**src/rtl/instr_fetch.sv**
```systemverilog
// Instruction fetch: holds the PC, fetches one word per instruction and resolves the next PC on retire.
// Optional fetch-ack timeout is enabled with `define IFETCH_TIMEOUT_EN.
//
// state   | meaning
// --------+-----------------------------------------------------------
// S_IDLE  | one cycle after reset, no request
// S_FETCH | imem_req high at pc, waiting for imem_ack
// S_ISSUE | instr valid to decoder, waiting for instr_ready
// S_FAULT | misaligned target or fetch timeout, held until reset
module instr_fetch #(
  parameter logic [31:0] RESET_PC       = 32'h0000_0000,
  parameter int unsigned TIMEOUT_CYCLES = 255
) (
  input  logic        clk,
  input  logic        rst_n,
  input  logic [2:0]  pc_control,
  input  logic [31:0] rs_data,
  input  logic        instr_ready,
  input  logic        imem_ack,
  input  logic [31:0] imem_rdata,
  output logic        imem_req,
  output logic [31:0] imem_addr,
  output logic [31:0] instr,
  output logic        instr_valid,
  output logic [31:0] pc,
  output logic [31:0] pc_plus4,
  output logic        fault
);

  typedef enum logic [1:0] {
    S_IDLE  = 2'd0,
    S_FETCH = 2'd1,
    S_ISSUE = 2'd2,
    S_FAULT = 2'd3
  } state_t;

  state_t      state, state_nxt;
  logic [31:0] pc_nxt, instr_nxt, next_pc;
  logic        fault_nxt;
  logic        to_hit;

  assign pc_plus4    = pc + 32'd4;
  assign imem_addr   = pc;
  assign imem_req    = (state == S_FETCH);
  assign instr_valid = (state == S_ISSUE);

  always_comb begin
    next_pc = pc_plus4;
    case (pc_control)
      3'b001:  next_pc = {pc_plus4[31:28], instr[25:0], 2'b00};
      3'b010:  next_pc = rs_data;
      3'b011:  next_pc = pc_plus4 + {{14{instr[15]}}, instr[15:0], 2'b00};
      default: next_pc = pc_plus4;
    endcase
  end

`ifdef IFETCH_TIMEOUT_EN
  localparam int CNT_W = ($clog2(TIMEOUT_CYCLES + 1) > 8) ? $clog2(TIMEOUT_CYCLES + 1) : 8;
  logic [CNT_W-1:0] to_cnt;

  // Counter holds the number of ack-less FETCH cycles already elapsed.
  always_ff @(posedge clk) begin
    if (!rst_n)
      to_cnt <= '0;
    else if (state != S_FETCH)
      to_cnt <= '0;
    else if (!imem_ack)
      to_cnt <= to_cnt + 1'b1;
  end

  assign to_hit = (to_cnt == CNT_W'(TIMEOUT_CYCLES - 1));
`else
  assign to_hit = 1'b0;
`endif

  always_comb begin
    state_nxt = state;
    pc_nxt    = pc;
    instr_nxt = instr;
    fault_nxt = fault;
    case (state)
      S_IDLE: state_nxt = S_FETCH;
      S_FETCH: begin
        // An ack on the limit cycle still captures normally.
        if (imem_ack) begin
          instr_nxt = imem_rdata;
          state_nxt = S_ISSUE;
        end else if (to_hit) begin
          fault_nxt = 1'b1;
          state_nxt = S_FAULT;
        end
      end
      S_ISSUE: begin
        if (instr_ready) begin
          pc_nxt = next_pc;
          if (next_pc[1:0] != 2'b00) begin
            fault_nxt = 1'b1;
            state_nxt = S_FAULT;
          end else begin
            state_nxt = S_FETCH;
          end
        end
      end
      default: state_nxt = S_FAULT;
    endcase
  end

  always_ff @(posedge clk) begin
    if (!rst_n) begin
      state <= S_IDLE;
      pc    <= RESET_PC;
      instr <= 32'd0;
      fault <= 1'b0;
    end else begin
      state <= state_nxt;
      pc    <= pc_nxt;
      instr <= instr_nxt;
      fault <= fault_nxt;
    end
  end

endmodule
```
**config.mk**
```make
export PLATFORM = sky130hd
export DESIGN_NAME = instr_fetch
export DESIGN_NICKNAME = d
export VERILOG_FILES = /design/src/rtl/instr_fetch.sv
export SDC_FILE = /design/constraint.sdc
export NUM_CORES = 1
export LEC_CHECK = 0
export BUFFER_PORTS_ARGS = -buffer_cell sky130_fd_sc_hd__buf_2
export CORE_MARGIN = 1.5
export CORE_UTILIZATION = 37
export DETAILED_ROUTE_END_ITERATION = 8
export SYNTH_ARGS = -nofsm -noshare
export SYNTH_HDL_FRONTEND = slang
export SYNTH_SLANG_ARGS = --single-unit
export TNS_END_PERCENT = 5
```
**constraint.sdc**
```tcl
create_clock -name clk -period 6.6 [get_ports clk]
set_input_delay 0.33 -clock clk [delete_from_list [all_inputs] [get_ports clk]]
set_output_delay 0.33 -clock clk [all_outputs]
set_load 0.05 [all_outputs]
```
==> out/metrics.yaml <==
logic_synthesis:
  syn-cell-area_sq_um: 5640
  synth.avg_cell_area_sq_um: 7.44
  synth_cells: 758
  synth_nets: 865
  synth_seq_cells: 67
  synth_area_leader_cell: "dfxtp_1"
  ys_seq_area_share_pct: 23.8
  synth-edff-count: 0
  yosysTopAreaCellShare_pct: 23.8
  yosys_warnings: 0
  synthFlopType: "dfxtp_1"
  synth.distinct_cells: 63
  synth-async-reset-ratio_pct: 0
  netlist_top_cells_area: "dfxtp_1, nand2_1, ha_1"
route:
  drt-pass1-iter-count: 5
  drt_iter0_drc: 525
  vias: 6209
  wl_mm: 20.6
  ant_nets: 0
  wl_per_cell_um: 18.8
  drc_errors: 0
  viasPerCell: 5.65
timing:
  fmax_mhz: 236
  worst_slew_pin_slew_ns: 0.923
  hold_violations: 0
  setup_viol: 0
  period_needed_ns: 4.24
  layout_worst_path_cycle_share_pct: 64.2
  maxSlewViolCount: 0
  slew_headroom_pct: 38.5
  rsz0062_at_grt: "no"
  fin_skew_ns: 0.00847
  setup_tns_ns: 0
place:
  gp_congestion: 0.902
  place_hpwl_mm: 15.3
  numPortBuffers: 201
global_route:
  grt-ovfl-total: 0
  grt_pass1_wl_mm: 32.2
  grt_antenna_before_repair: 0
  busiest_layer: "met2"
  grt_pass1_vias: 5772
  grtUsageMet3_pct: 5.10
  grtUsageMet1_pct: 35.8
  grtUsageTotal_pct: 25.7
  grt_start_max_net_pins: 71
  gr-usage-met2_pct: 41.1
run_status:
  outcome: "finished clean"
critical_path:
  critPathSlowestCell: "dfxtp_1"
  cp.arrival_ns: 4.46
  ff2ff_setup_slack_ns: 2.36
  worstSetupPathType: "reg -> reg"
  worstPathRequired_ns: 6.82
  critPathLaunchType: "register"
  crit_path_end_kind: "register"
  path_cells: "ha_1 > and4_1 > and2_1 > and3_1 > nand3_1 > xnor2_1 > ha_1 > and4_1 > and4_1 > o2111ai_1 > a31oi_1 > or3_1 > a311o_1 > o311ai_0 > nand2_1"
  crit_top_cell: "and4_1"
  path_max_fanout: 8
  max_stage_delay_ns: 0.46
run:
  maxCapViolCount: 0
die:
  die_h_um: 126
  floorplan.initialDensity_pct: 38.4
  dieArea_sq_um: 16000
  ios: 202
  core_area_sq_um: 14700
  rows: 44
  die_w_um: 126
finish:
  n_fill_cell: 1518
  diodes: 0
  drive_above_1_share_pct: 26.3
  nets: 1017
  layout_commonest_cell: "buf_2"
  most-common-layout-cells: "buf_2, nand2_1, dfxtp_1"
  syn2layout_area_growth_pct: 21.5
clock_network:
  htree_levels: 3
  cts_tree: "yes"
  clock_latency_ns: 0.35
  post-cts-setup-buffer-count: 0
  cts_sinks: 67
  path_clk_slew_ns: 0.06
  cts-hold-fix-buffers: 0
  cts_made_buffers: 9
  cts_buffer_depth: 2
  cts_resized: 0
  cts_root_buf: "clkbuf_16"
power:
  ir_drop_mv: 0.131
  cellPowerDensity_nw_per_um2: 178
  total_power_mw: 1.22
  p_leak_nw: 3.33
hold_path:
  hp-class: "in -> reg"
-- logic make-up after synthesis --
family	count (synthesis)	share of synthesized area, %
AOI/OAI and AO/OA	258	30.2
and+or+nand+nor	259	21.7
muxes	6	1.11
DFF	67	23.8
buffers and inverters	89	8.34
xor gates and xnor gates	43	6.81
adders and majority gates	36	8.12
-- Yosys cell counts, types with 2 or more instances --
library cell and n:
a211o_1 2, a211oi_1 2, a21boi_0 36, a21o_1 12, a21oi_1 63, a221oi_1 2, a22o_1 3, a22oi_1 5
a31oi_1 19, and2_1 4, and3_1 9, and4_1 8, buf_1 5, buf_4 34, clkbuf_1 29, dfxtp_1 67
ha_1 35, inv_1 19, mux2_2 2, mux2i_1 4, nand2_1 122, nand2b_1 3, nand3_1 26, nand4_1 12
nor2_1 42, nor2b_1 11, nor3_1 7, o211a_1 4, o211ai_1 7, o21a_1 6, o21ai_0 46, o21ai_1 4
o21bai_1 6, o221a_2 2, o221ai_1 14, o22a_1 3, o22ai_1 6, o311a_1 3, o31ai_1 3, or2_2 2
or3_1 7, xnor2_1 29, xor2_1 13
-- power breakdown --
group | switching [mW] | internal, mW | total (mW) | leakage (nW)
Sequential | 0.0223 | 0.420 | 0.442 | 0.544
Combinational | 0.201 | 0.0840 | 0.285 | 2.64
Clock | 0.201 | 0.293 | 0.494 | 0.146
Total | 0.425 | 0.797 | 1.22 | 3.33
-- registers in the layout, summed over array words and instances, names as in the netlist --
name / flops
instr: 32
fault: 1
state: 2
imem_addr: 32
-- final cells by class --
| class | instances | area, sq um | area share, % |
|---|---|---|---|
| Clock buffer | 10 | 229 | 3.34 |
| Timing Repair Buffer | 211 | 1080 | 15.8 |
| Inverter | 19 | 71.3 | 1.04 |
| Tap cell | 184 | 230 | 3.36 |
| Sequential cell | 67 | 1340 | 19.6 |
| Multi-Input combinational cell | 602 | 3830 | 55.9 |
| Clock inverter | 6 | 66.3 | 0.968 |
-- per-stage QoR --
step           std cells  util [%]  setup WS (ns)  area (sq um)  hold slack (ns)
2_1_floorplan        758         -           1.80          5640            0.475
3_3_place_gp        1083      44.6           2.55          6560            0.454
3_5_place_dp        1083      44.6           2.44          6560            0.458
4_1_cts             1099      46.6           2.42          6850            0.226
5_1_grt             1099      46.6           2.00          6850            0.240
6_report            1099      46.6           2.36          6850            0.230
-- per-layer routing --
metal / up-vias / routed length, um / share of wire (%)
li1: 3022 / - / -
met1: 2919 / 9560 / 46
met2: 250 / 9370 / 45
met3: 18 / 1430 / 6.9
met4: 0 / 276 / 1.3
met5: - / 0 / 0
-- final timing paths --
kind	cells past startpoint	to	start
hold / removal	3	instr[6]	imem_rdata[6]
hold reg to reg	2	instr[29]	instr[29]
setup / recovery	15	imem_addr[25]	imem_addr[2]
setup reg to reg	15	imem_addr[25]	imem_addr[2]
-- worst max-delay path: cells and delay by family, from the launching register on --
kind                       cells  cell delay (ns)
DFF                            1             0.46
adders and majority gates      2             0.65
and+or+nand+nor                8             1.88
AOI/OAI and AO/OA              4             0.80
xor gates and xnor gates       1             0.30
(Power assumes the default switching activity.)
